--- src/rtl/ifetch_pkg.sv ---
// rtl/ifetch_pkg.sv - shared defaults, types and helpers for the instruction prefetch queue
package ifetch_pkg;

  // Ceiling log2 for elaboration-time width computation; clog2(1) = 0.
  function automatic int clog2(input int value);
    int r;
    r = 0;
    while ((1 << r) < value) r++;
    return r;
  endfunction

  localparam int IFQ_ADDR_W   = 16;
  localparam int IFQ_NBANK    = 4;
  localparam int SEL_W        = clog2(IFQ_NBANK);
  localparam int IFQ_RESET_PC = 0;

  // Top-level sequencing: held in S_RESET while rst is high, S_RUN otherwise.
  typedef enum logic {S_RESET, S_RUN} ifq_state_e;

  // Run sub-status: FILL while the queue can accept another full fetch, FULL otherwise.
  typedef enum logic {SUB_FILL, SUB_FULL} ifq_sub_e;

endpackage

--- src/rtl/ifetch_byte_queue.sv ---
// rtl/ifetch_byte_queue.sv - circular byte buffer with NBANK-wide push and variable-width pop
module ifetch_byte_queue
  import ifetch_pkg::*;
#(
  parameter int NBANK     = 4,
  parameter int DEPTH     = 8,
  parameter int OUT_BYTES = 3,
  localparam int PW       = clog2(DEPTH),
  localparam int QC_W     = clog2(DEPTH + 1),
  localparam int CW       = clog2(OUT_BYTES + 1)
) (
  input  logic                   clk,
  input  logic                   rst,
  input  logic                   flush,
  input  logic                   push,
  input  logic [NBANK*8-1:0]     push_data,
  input  logic [CW-1:0]          pop,
  output logic [OUT_BYTES*8-1:0] head_data,
  output logic [QC_W-1:0]        count
);

  logic [7:0]    mem [DEPTH];
  logic [PW-1:0] wr_ptr;
  logic [PW-1:0] rd_ptr;

  // Byte storage: a push writes NBANK consecutive slots; pointers wrap because DEPTH is a power of two.
  always_ff @(posedge clk) begin
    if (push && !flush) begin
      for (int i = 0; i < NBANK; i++) begin
        mem[wr_ptr + PW'(i)] <= push_data[i*8 +: 8];
      end
    end
  end

  // Pointer and occupancy tracking; push and pop in the same cycle are both applied, flush wins.
  always_ff @(posedge clk) begin
    if (rst || flush) begin
      wr_ptr <= '0;
      rd_ptr <= '0;
      count  <= '0;
    end else begin
      if (push) begin
        wr_ptr <= wr_ptr + PW'(NBANK);
      end
      rd_ptr <= rd_ptr + PW'(pop);
      count  <= count + (push ? QC_W'(NBANK) : QC_W'(0)) - QC_W'(pop);
    end
  end

  // Head window: the OUT_BYTES oldest slots, oldest in the low byte; slots past count are don't-care.
  always_comb begin
    head_data = '0;
    for (int k = 0; k < OUT_BYTES; k++) begin
      head_data[k*8 +: 8] = mem[rd_ptr + PW'(k)];
    end
  end

endmodule

--- src/rtl/ifetch_prefetch_queue.sv ---
// rtl/ifetch_prefetch_queue.sv - banked ROM instruction prefetcher with byte queue; IFQ_PERF_EN adds stall_cycles
module ifetch_prefetch_queue
  import ifetch_pkg::*;
#(
  parameter int ADDR_W    = IFQ_ADDR_W,
  parameter int NBANK     = IFQ_NBANK,
  parameter int DEPTH     = 8,
  parameter int OUT_BYTES = 3,
  parameter int RESET_PC  = IFQ_RESET_PC,
  localparam int BSEL_W   = clog2(NBANK),
  localparam int WA_W     = ADDR_W - BSEL_W,
  localparam int CW       = clog2(OUT_BYTES + 1)
) (
  input  logic                   clk,
  input  logic                   rst,
  input  logic                   redirect_valid,
  input  logic [ADDR_W-1:0]      redirect_pc,
  output logic                   rom_rd,
  output logic [NBANK*WA_W-1:0]  rom_addr,
  input  logic [NBANK*8-1:0]     rom_data,
  output logic [OUT_BYTES*8-1:0] out_bytes,
  output logic [CW-1:0]          out_count,
  output logic [ADDR_W-1:0]      out_pc,
  input  logic [CW-1:0]          consume
`ifdef IFQ_PERF_EN
  ,
  output logic [31:0]            stall_cycles
`endif
);

  localparam int QC_W = clog2(DEPTH + 1);
  localparam int SP_W = QC_W + 1;

  ifq_state_e state;
  ifq_state_e state_nxt;
  ifq_sub_e   sub;

  logic [ADDR_W-1:0]  fetch_pc;
  logic [BSEL_W-1:0]  issue_sel;
  logic               inflight;
  logic               stale;
  logic               push;
  logic [NBANK*8-1:0] push_data;
  logic [CW-1:0]      pop;
  logic [QC_W-1:0]    q_count;
  logic [SP_W-1:0]    committed;
  logic [BSEL_W-1:0]  bank_idx [NBANK];

  // Sequencing state register: S_RESET while rst is asserted.
  always_ff @(posedge clk) begin
    if (rst) begin
      state <= S_RESET;
    end else begin
      state <= state_nxt;
    end
  end

  // Next state: leave S_RESET on the first non-reset edge and stay in S_RUN.
  always_comb begin
    state_nxt = state;
    case (state)
      S_RESET: state_nxt = S_RUN;
      S_RUN:   state_nxt = S_RUN;
      default: state_nxt = S_RESET;
    endcase
  end

  // Space already promised: registered occupancy plus the in-flight fetch; same-cycle pops earn no credit.
  always_comb begin
    committed = {1'b0, q_count} + (inflight ? SP_W'(NBANK) : SP_W'(0));
  end

  // Outputs of the sequencer: FILL/FULL sub-status and the combinational read strobe.
  always_comb begin
    sub    = (committed <= SP_W'(DEPTH - NBANK)) ? SUB_FILL : SUB_FULL;
    rom_rd = !rst && !redirect_valid && (sub == SUB_FILL);
  end

  // Unaligned bank addressing: banks below the start lane read the next word, wrapping in word space.
  always_comb begin
    rom_addr = '0;
    for (int i = 0; i < NBANK; i++) begin
      rom_addr[i*WA_W +: WA_W] = fetch_pc[ADDR_W-1:BSEL_W]
                                 + ((BSEL_W'(i) < fetch_pc[BSEL_W-1:0]) ? WA_W'(1) : WA_W'(0));
    end
  end

  // Fetch pipeline: remember the start lane of each issue so the return can be rotated into order.
  always_ff @(posedge clk) begin
    if (rst) begin
      fetch_pc  <= ADDR_W'(RESET_PC);
      inflight  <= 1'b0;
      issue_sel <= '0;
    end else begin
      inflight <= rom_rd;
      if (rom_rd) begin
        issue_sel <= fetch_pc[BSEL_W-1:0];
      end
      if (redirect_valid) begin
        fetch_pc <= redirect_pc;
      end else if (rom_rd) begin
        fetch_pc <= fetch_pc + ADDR_W'(NBANK);
      end
    end
  end

  // Return path: data arriving in a redirect cycle belongs to the old stream and is dropped.
  always_comb begin
    stale     = inflight && redirect_valid;
    push      = inflight && !stale;
    pop       = redirect_valid ? CW'(0) : consume;
    push_data = '0;
    for (int k = 0; k < NBANK; k++) begin
      bank_idx[k]          = issue_sel + BSEL_W'(k);
      push_data[k*8 +: 8]  = rom_data[{bank_idx[k], 3'b000} +: 8];
    end
  end

  ifetch_byte_queue #(
    .NBANK     (NBANK),
    .DEPTH     (DEPTH),
    .OUT_BYTES (OUT_BYTES)
  ) u_queue (
    .clk       (clk),
    .rst       (rst),
    .flush     (redirect_valid),
    .push      (push),
    .push_data (push_data),
    .pop       (pop),
    .head_data (out_bytes),
    .count     (q_count)
  );

  // Decoder view: head address follows pops and jumps to the redirect target.
  always_ff @(posedge clk) begin
    if (rst) begin
      out_pc <= ADDR_W'(RESET_PC);
    end else if (redirect_valid) begin
      out_pc <= redirect_pc;
    end else begin
      out_pc <= out_pc + ADDR_W'(consume);
    end
  end

  // Valid head bytes are capped at the decoder window width.
  always_comb begin
    out_count = (q_count >= QC_W'(OUT_BYTES)) ? CW'(OUT_BYTES) : CW'(q_count);
  end

`ifdef IFQ_PERF_EN
  // Starvation counter: cycles with nothing to decode, redirect cycles excluded, saturating.
  always_ff @(posedge clk) begin
    if (rst) begin
      stall_cycles <= '0;
    end else if ((out_count == '0) && !redirect_valid && (stall_cycles != '1)) begin
      stall_cycles <= stall_cycles + 32'd1;
    end
  end
`endif

endmodule
--- config.mk ---
export PLATFORM = sky130hd
export DESIGN_NAME = ifetch_prefetch_queue
export DESIGN_NICKNAME = d
export VERILOG_FILES = /design/src/rtl/ifetch_pkg.sv /design/src/rtl/ifetch_byte_queue.sv /design/src/rtl/ifetch_prefetch_queue.sv
export SDC_FILE = /design/constraint.sdc
export NUM_CORES = 1
export LEC_CHECK = 0
export ABC_AREA = 0
export BUFFER_PORTS_ARGS = -buffer_cell sky130_fd_sc_hd__buf_2
export CORE_MARGIN = 3
export CORE_UTILIZATION = 59
export DETAILED_ROUTE_END_ITERATION = 10
export PLACE_DENSITY = 0.9
export SLEW_MARGIN = 10
export SYNTH_ARGS = -nofsm -noshare
export SYNTH_HDL_FRONTEND = slang
export SYNTH_HIERARCHICAL = 1
export SYNTH_SLANG_ARGS = --single-unit
export TNS_END_PERCENT = 20
--- constraint.sdc ---
create_clock -name clk -period 8.02 [get_ports clk]
set_clock_uncertainty 0.2 [all_clocks]
set_input_delay 0 -clock clk [delete_from_list [all_inputs] [get_ports clk]]
set_output_delay 0 -clock clk [all_outputs]
set_load 0.1 [all_outputs]
==> impl_metrics.tcl, run 1 <==
set metrics [dict create \
    first_pass_iters 5 \
    synth_edf_count 64 \
    regArea_um2 2790 \
    cts_tree "yes" \
    die_w_um 119 \
    syn_avg_cell_area_um2 12.8 \
    yosysTopAreaCell "edfxtp_1" \
    pre_cts_ws_ns 4.57 \
    nFillCells 761 \
    grt_use_total_pct 27.5 \
    hold_viol 0 \
    synth-seq-cells 107 \
    ant_nets 0 \
    vias 5896 \
    port_buffers 151 \
    root_buffer "clkbuf_16" \
    initial_core_util_pct 61.3 \
    final.setup.worst_slack_ns 4.45 \
    multiInputGateArea_um2 4210 \
    critPathBufInv 1 \
    grt_remaining_overflow 0 \
    design_area_um2 9050 \
    max-slew-margin-rel_pct 32.1 \
    die_h_um 119 \
    p_per_area_nw_per_um2 189 \
    cp.depth 4 \
    antenna_found_initial 0 \
    status "completed" \
    critPathTopFamily "flip-flops" \
    ys_warn_count 6 \
    cts-buffers-inserted 9 \
    synth_cell_type_count 59 \
    cts.sinks 107 \
    core_um2 12200 \
    yosysMostFrequentCell "edfxtp_1" \
    wl_per_cell_um 21.1 \
    maxCapViolations 0 \
    period_share_pct 44.5 \
    row_count 40 \
    clk_latency_ns 0.34 \
    seq_area_frac_synth_pct 37.2 \
    worstPathRequired_ns 7.82 \
    finalCriticalPeriod_ns 3.57 \
    synthToLayoutAreaGrowth_pct 21.0 \
    rr_worst_depth 8 \
    fin_setup_tns_ns 0 \
    grt_first_pass_wirelength_mm 31.3 \
    io_pins 152 \
    drive_gt1_share_pct 36.7 \
    place_congestion 0.871 \
    ctsHoldBuffers 69 \
    hold_slack_ns 0.0475 \
    slew_violations 0 \
    ctsResizeCount 0 \
    cts_max_level 3 \
    dpl_cell_area_um2 8070 \
    vias_per_cell 6.35 \
    crit_path_top_delay_cell "dfxtp_2" \
    wl_mm 19.6 \
    setup_viol 0 \
    cp-start-kind "flop" \
    max_freq_mhz 280 \
    synth.area.top_cells "edfxtp_1, mux4_2, dfxtp_1" \
    design.die.area_um2 14100 \
    diodes 0 \
    grt_max_degree 36 \
    cts.path.max_buffers 2 \
    syn_area_um2 7480 \
    critPathArrivalTime_ns 3.37 \
    final_util_pct 74.1 \
    drt_iter0_drc 552 \
    peakVddDrop_mv 0.141 \
    critPathMaxFanout 35 \
    path_class "flop to primary output" \
    ys.flop_type "edfxtp_1" \
    cpPeakStageDelay_ns 0.92 \
    synth_cells 584 \
    cp_cell_sequence "ha_2 > mux2_2 > mux4_2 > buf_2" \
    place_hpwl_mm 13.1 \
    netlist.area_leader.share_pct 25.7 \
    postSynth.asyncResetShare_pct 0 \
    tightest_slew_ns 1.02 \
    layout.nets 830 \
    cts_setup_buffers 0 \
    p_leak_nw 3.50 \
    critPathCaptureType "primary output" \
    min_path_cells 4 \
    synth_nets 659 \
    clkTransAtPathRegs_ns 0.07 \
    hp-class "input pin to flop" \
    grt_pass1_vias 5954 \
    synth_common_cells "edfxtp_1, mux4_2, mux2_2" \
    drc 0 \
    rsz0062_at_grt "false" \
]
## placed cells by master (no fill, tap or decap), types with 11 or more instances in the layout
| master | netlist | routed |
|---|---|---|
| buf_2 | 21 | 151 |
| dlygate4sd3_1 | 0 | 69 |
| edfxtp_1 | 64 | 64 |
| mux4_2 | 52 | 52 |
| mux2_2 | 45 | 45 |
| dfxtp_1 | 43 | 40 |
| xnor2_1 | 29 | 29 |
| nand2_1 | 27 | 27 |
| inv_1 | 23 | 23 |
| nor2_1 | 23 | 23 |
| xor2_1 | 20 | 20 |
| mux4_1 | 20 | 20 |
| nand3_1 | 18 | 18 |
| ha_1 | 19 | 18 |
| and4_1 | 13 | 13 |
| a21oi_1 | 12 | 12 |
| o21a_1 | 11 | 11 |
## where the power goes
part	internal, mW	switching [mW]	total, mW	leakage (nW)
clock network	0.242	0.190	0.431	0.140
logic	0.171	0.452	0.623	2.43
registers	0.610	0.0437	0.653	0.934
total	1.02	0.685	1.71	3.50
## flip-flops by register name, indices dropped and copies added, names as in the netlist
name / flops
fetch_pc: 16
issue_sel: 2
u_queue/count: 4
u_queue/rd_ptr: 3
out_pc: 16
u_queue/wr_ptr: 1
inflight: 1
u_queue/mem: 64
## through the flow
step,total power [mW],instances
5_1_grt,1.76,928
4_1_cts,1.70,928
3_3_place_gp,1.23,843
2_1_floorplan,1.16,584
3_5_place_dp,1.25,843
6_report,1.71,928
## cells by family (layout without fill, tap and decap cells)
group                      Yosys count  after routing  share of synthesized area, %
muxes                              122            122                          30.2
adders and majority gates           22             22                          3.98
AOI/OAI and AO/OA                   72             72                          6.93
buffers and inverters               87            263                          6.67
and+or+nand+nor                    124            124                          8.98
DFF                                107            107                          37.2
xor gates and xnor gates            50             50                          6.06
## final cells by class
type	count	area share [%]
multi-input cells	390	46.5
flip-flops and latches	107	30.8
repair buffers	223	16.2
clock buffers	11	2.57
well taps	168	2.32
inverters	24	0.995
clock inverters	5	0.594
## worst min-delay path, stage by stage
cell and delay, ns:
buf_2 0.09, nor2b_1 0.25, ha_1 0.18, nor2_1 0.04
## final timing paths
kind	startpoint	to	slack (ns)
hold reg to reg	fetch_pc[0]	issue_sel[0]	0.33
setup / recovery	u_queue/rd_ptr[0]	out_bytes[14]	4.45
hold / removal	consume[0]	u_queue/count[0]	0.05
setup reg to reg	out_pc[0]	out_pc[14]	5.30
## metal layers
| metal | vias to the layer above | track usage, % | wire length [um] | share of wire, % |
|---|---|---|---|---|
| met5 | - | 0 | 0 | 0 |
| li1 | 2584 | - | - | - |
| met1 | 2943 | 33.2 | 7170 | 37 |
| met2 | 335 | 51.0 | 10600 | 54 |
| met3 | 34 | 5.84 | 1480 | 7.6 |
| met4 | 0 | 5.14 | 333 | 1.7 |
(Power assumes the default switching activity.)
==> inputs of run 2 (changes only) <==
Settings changed: CORE_UTILIZATION 59 to 56, PLACE_DENSITY 0.9 to 0.86.
Clock period 8.02 ns to 3.61 ns, I/O delays scaled along.
==> run 2 against run 1 <==
Sequential power rose by 120%. Largest power group unchanged. Critical path depth grew 4. Die area is 5.1% higher. Critical path type unchanged. Utilization down 3.4 points. Worst hold slack worse by 0.0030 ns. Sequential share of layout area shrank 0.055 points. Wire length fell by 0.55%.
==> impl_metrics.tcl, run 2 (synthesis gave the netlist of run 1 again) <==
set metrics [dict create \
    status "completed" \
    ant_nets 0 \
    path_class "flop to primary output" \
    io_pins 152 \
    hold_viol 0 \
    clk_latency_ns 0.34 \
    comb_power_share_pct 36.8 \
    p_sw_share_pct 41.3 \
    grt_pass1_vias 6063 \
    peakVddDrop_mv 0.470 \
    clkTransAtPathRegs_ns 0.07 \
    drt_iter0_drc 420 \
    seqPwrFrac_pct 38.2 \
    critPathMaxFanout 8 \
    cts.path.max_buffers 2 \
    grt_use_total_pct 26.9 \
    worstPathRequired_ns 3.41 \
    cts_max_level 3 \
    root_buffer "clkbuf_16" \
    port_buffers 151 \
    layout.nets 831 \
    drc 0 \
    grt_remaining_overflow 0 \
    place_hpwl_mm 12.7 \
    slew_violations 0 \
    first_pass_iters 5 \
    drive_gt1_share_pct 37.1 \
    cts.sinks 107 \
    largest_reg_flops 64 \
    period_share_pct 82.2 \
    max-slew-margin-rel_pct 31.0 \
    p_per_area_nw_per_um2 417 \
    cts_tree "yes" \
    rr_worst_depth 2 \
    internal_power_mw 2.22 \
    mostFrequentLayoutCells "buf_2, dlygate4sd3_1, edfxtp_1, mux4_2, mux2_2" \
    maxCapViolations 0 \
    die_w_um 122 \
    multiInputGateArea_um2 4210 \
    row_count 41 \
    regArea_um2 2790 \
    grt_max_degree 35 \
    pre_cts_ws_ns 1.09 \
    cts-buffers-inserted 9 \
    r2r_slack_ns 0.91 \
    final.setup.worst_slack_ns 0.642 \
    wl_mm 19.5 \
    cp-start-kind "flop" \
    antenna_found_initial 2 \
    synthToLayoutAreaGrowth_pct 21.2 \
    critPathArrivalTime_ns 2.77 \
    p_leak_nw 3.52 \
    setup_viol 0 \
    design.die.area_um2 14800 \
    grt_first_pass_wirelength_mm 31.1 \
    vias 5918 \
    core_um2 12800 \
    fin_setup_tns_ns 0 \
    tightest_slew_ns 1.03 \
    critPathCaptureType "primary output" \
    hp-class "input pin to flop" \
    rsz0062_at_grt "false" \
    power.switching_mw 1.56 \
    max_freq_mhz 337 \
    initial_core_util_pct 58.3 \
    largest_register "u_queue/mem" \
    die_h_um 122 \
    wl_per_cell_um 20.8 \
    clkPwrFrac_pct 25.1 \
    finalCriticalPeriod_ns 2.97 \
    layout_commonest_cell "buf_2" \
    ctsResizeCount 0 \
    min_path_cells 4 \
    nFillCells 822 \
    place_congestion 0.860 \
    reg.largest.list "u_queue/mem: 64 flops, fetch_pc: 16 flops, out_pc: 16 flops" \
    vias_per_cell 6.33 \
]
## run 2: power by group through the flow
stage                     Combinational (mW)  Clock, mW  Sequential [mW]
after detailed placement                1.30          0             1.47
after CTS                               1.37      0.956             1.44
after global placement                  1.27          0             1.46
after global routing                    1.45       1.01             1.45
final                                   1.39      0.949             1.44
after floorplan                         1.07          0             1.51
## run 2: repair_timing
action,4_1_cts,5_1_grt
endpoints found under the hold margin,99,0
hold buffers,67,0
buffers inserted,0,0
## run 2: stage by stage
stage	total power, mW	hold slack, ns	instances	instance area, um^2	utilization [%]
2_1_floorplan	2.58	-0.111	584	7480	-
3_3_place_gp	2.73	0.0527	850	8110	63.2
3_5_place_dp	2.77	0.0620	850	8110	63.2
4_1_cts	3.77	0.0419	933	9060	70.7
5_1_grt	3.92	0.0589	935	9070	70.7
6_report	3.78	0.0445	935	9070	70.7
## run 2: path summary, 6_finish.rpt
path | startpoint | endpoint
setup reg to reg | issue_sel[0] | u_queue/mem[2][2]
hold reg to reg | fetch_pc[0] | fetch_pc[0]
hold / removal | consume[0] | u_queue/count[0]
setup / recovery | u_queue/count[2] | rom_rd
## run 2: worst max-delay path: stages, from the launching register on
cell and delay (ns):
dfxtp_1 0.36, ha_1 0.19, inv_1 0.09, ha_1 0.29, nor3_2 0.26, a21o_1 0.36, nand2_1 0.21, nor2_1 0.21
buf_2 0.45
## run 2: cell type report
cell class / count / share of cell area [%]
inverter: 24 / 0.993
clock buffer: 10 / 2.52
multi-input combinational: 390 / 46.5
antenna: 2 / 0.0552
timing repair buffer: 224 / 16.2
tap: 172 / 2.37
clock inverter: 6 / 0.635
sequential: 107 / 30.7
## run 2: per-layer routing
metal  routed length, um  vias up  global-route usage (%)
met5                   0        -                       0
met4                 599        0                    10.2
met3                1250       57                    3.81
met2               10300      329                    48.2
met1                7300     2927                    33.0
li1                    -     2605                       -
==> inputs of run 3 (changes only) <==
Clock period 3.61 ns to 3 ns, I/O delays scaled along.
==> run 3 against run 2 <==
Flip-flop and latch count is the same. Largest cell class unchanged. Power grew 20%. Sequential share of layout area shrank 0.10 points. First-iteration DRC count grew 15%. Via count grew 0.34%. Clock-buffer cell count shrank 1. Register-to-register slack lost 0.58 ns. Critical endpoint unchanged. Wire length grew 3.0%. Non-clock buffer count grew 5.
==> impl_metrics.tcl, run 3 (synthesis gave the netlist of run 1 again) <==
set metrics [dict create \
    largest_reg_flops 64 \
    place_hpwl_mm 13.2 \
    grt_use_total_pct 26.6 \
    io_pins 152 \
    layout_commonest_cell "buf_2" \
    grt_pass1_vias 5861 \
    dp.cells 855 \
    critPathMaxFanout 8 \
    rr_worst_depth 2 \
    pre_cts_ws_ns 0.490 \
    rsz0062_at_grt "false" \
    hold_path_startpoint "redirect_valid" \
    vias_per_cell 6.32 \
    r2r_slack_ns 0.33 \
    hold_viol 0 \
    peakVddDrop_mv 0.327 \
    p_leak_nw 3.54 \
    place_congestion 0.858 \
    grt_remaining_overflow 0 \
    initial_core_util_pct 58.3 \
    antenna_found_initial 1 \
    cts_tree "yes" \
    period_share_pct 91.3 \
    finalCriticalPeriod_ns 2.74 \
    cp-start-kind "flop" \
    vias 5938 \
    port_buffers 151 \
    die_w_um 122 \
    die_h_um 122 \
    worstPathRequired_ns 2.80 \
    layout.nets 836 \
    wl_mm 20.1 \
    wl_per_cell_um 21.4 \
    clkTransAtPathRegs_ns 0.08 \
    hp-class "input pin to flop" \
    ant_nets 0 \
    p_per_area_nw_per_um2 501 \
    setup_viol 0 \
    drt_iter0_drc 482 \
    first_pass_iters 7 \
    grt_max_degree 35 \
    hold_slack_ns 0.0627 \
    r2r_start "issue_sel[0]" \
    reg.largest.list "u_queue/mem: 64 flops, fetch_pc: 16 flops, out_pc: 16 flops" \
    min_path_cells 3 \
    cts.sinks 107 \
    final.setup.worst_slack_ns 0.261 \
    cts_max_level 3 \
    slew_violations 0 \
    critPathCaptureType "primary output" \
    holdPathEnd "fetch_pc[0]" \
    drive_gt1_share_pct 37.7 \
    drc 0 \
    largest_register "u_queue/mem" \
    row_count 41 \
    max_freq_mhz 365 \
    max-slew-margin-rel_pct 39.1 \
    synthToLayoutAreaGrowth_pct 21.6 \
    nFillCells 875 \
    path_class "flop to primary output" \
    maxCapViolations 0 \
    final_cells 939 \
    mostFrequentLayoutCells "buf_2, dlygate4sd3_1, edfxtp_1, mux4_2, mux2_2" \
    critPathArrivalTime_ns 2.54 \
    design.die.area_um2 14800 \
    r2r-end "u_queue/mem[7][2]" \
    clk_latency_ns 0.34 \
    grt_first_pass_wirelength_mm 30.7 \
    cts-buffers-inserted 9 \
    status "completed" \
    final_util_pct 70.9 \
    power_mw 4.55 \
    tightest_slew_ns 0.913 \
    core_um2 12800 \
    cts.path.max_buffers 2 \
    root_buffer "clkbuf_16" \
]
-- run 3: cell types whose count changed in the layout (fill, tap and decap cells not counted), sizes merged --
| cell | change |
|---|---|
| buf | +5 |
| clkinvlp | +1 |
| clkinv | +2 |
| clkbuf | -1 |
| inv | -2 |
| diode | -1 |
-- run 3: layout make-up --
| class | count | area [um^2] | area share (%) |
|---|---|---|---|
| repair buffers | 229 | 1510 | 16.6 |
| clock inverters | 7 | 52.6 | 0.578 |
| multi-input cells | 390 | 4220 | 46.3 |
| inverters | 24 | 90.1 | 0.990 |
| clock buffers | 9 | 225 | 2.48 |
| well taps | 172 | 215 | 2.37 |
| flip-flops and latches | 107 | 2790 | 30.6 |
| diodes | 1 | 2.50 | 0.0275 |
-- run 3: what timing repair did --
item	CTS	global route
setup buffers	0	0
hold buffers	67	0
setup endpoints to repair	0	1
gates resized for setup	0	3
endpoints found under the hold margin	99	0
-- run 3: critical path, stage by stage, from the launching register on --
cell and delay [ns]:
dfxtp_1 0.38, ha_1 0.20, inv_1 0.07, ha_1 0.29
nor3_2 0.27, a21o_2 0.28, nand2_1 0.18, nor2_1 0.21
buf_4 0.31
-- run 3: worst max path at each step --
stage | to | from | cells past startpoint | slack, ns
2_1_floorplan | u_queue/mem[0][0] | redirect_valid | 5 | -0.59
3_3_place_gp | rom_rd | u_queue/count[2] | 8 | 0.60
3_5_place_dp | rom_rd | u_queue/count[2] | 8 | 0.49
4_1_cts | rom_rd | u_queue/count[2] | 8 | 0.11
5_1_grt | rom_rd | u_queue/count[2] | 8 | 0.08
6_report | rom_rd | u_queue/count[2] | 8 | 0.26
-- run 3: power by group --
part	switching (mW)	total [mW]	internal [mW]
logic	1.22	1.69	0.464
clock network	0.560	1.13	0.570
registers	0.108	1.74	1.63
total	1.89	4.55	2.66
-- run 3: routing by layer --
| layer | track usage (%) | routed length [um] | vias up |
|---|---|---|---|
| li1 | - | - | 2614 |
| met1 | 31.7 | 7280 | 2942 |
| met2 | 48.1 | 10600 | 312 |
| met3 | 4.55 | 1320 | 70 |
| met4 | 10.2 | 869 | 0 |
| met5 | 0 | 0 | - |
-- run 3: through the flow --
| step | instance area, um^2 | setup TNS, ns |
|---|---|---|
| 5_1_grt | 9100 | 0 |
| 6_report | 9100 | 0 |
| 2_1_floorplan | 7480 | -18.77 |
| 4_1_cts | 9090 | 0 |
| 3_5_place_dp | 8140 | 0 |
| 3_3_place_gp | 8140 | 0 |
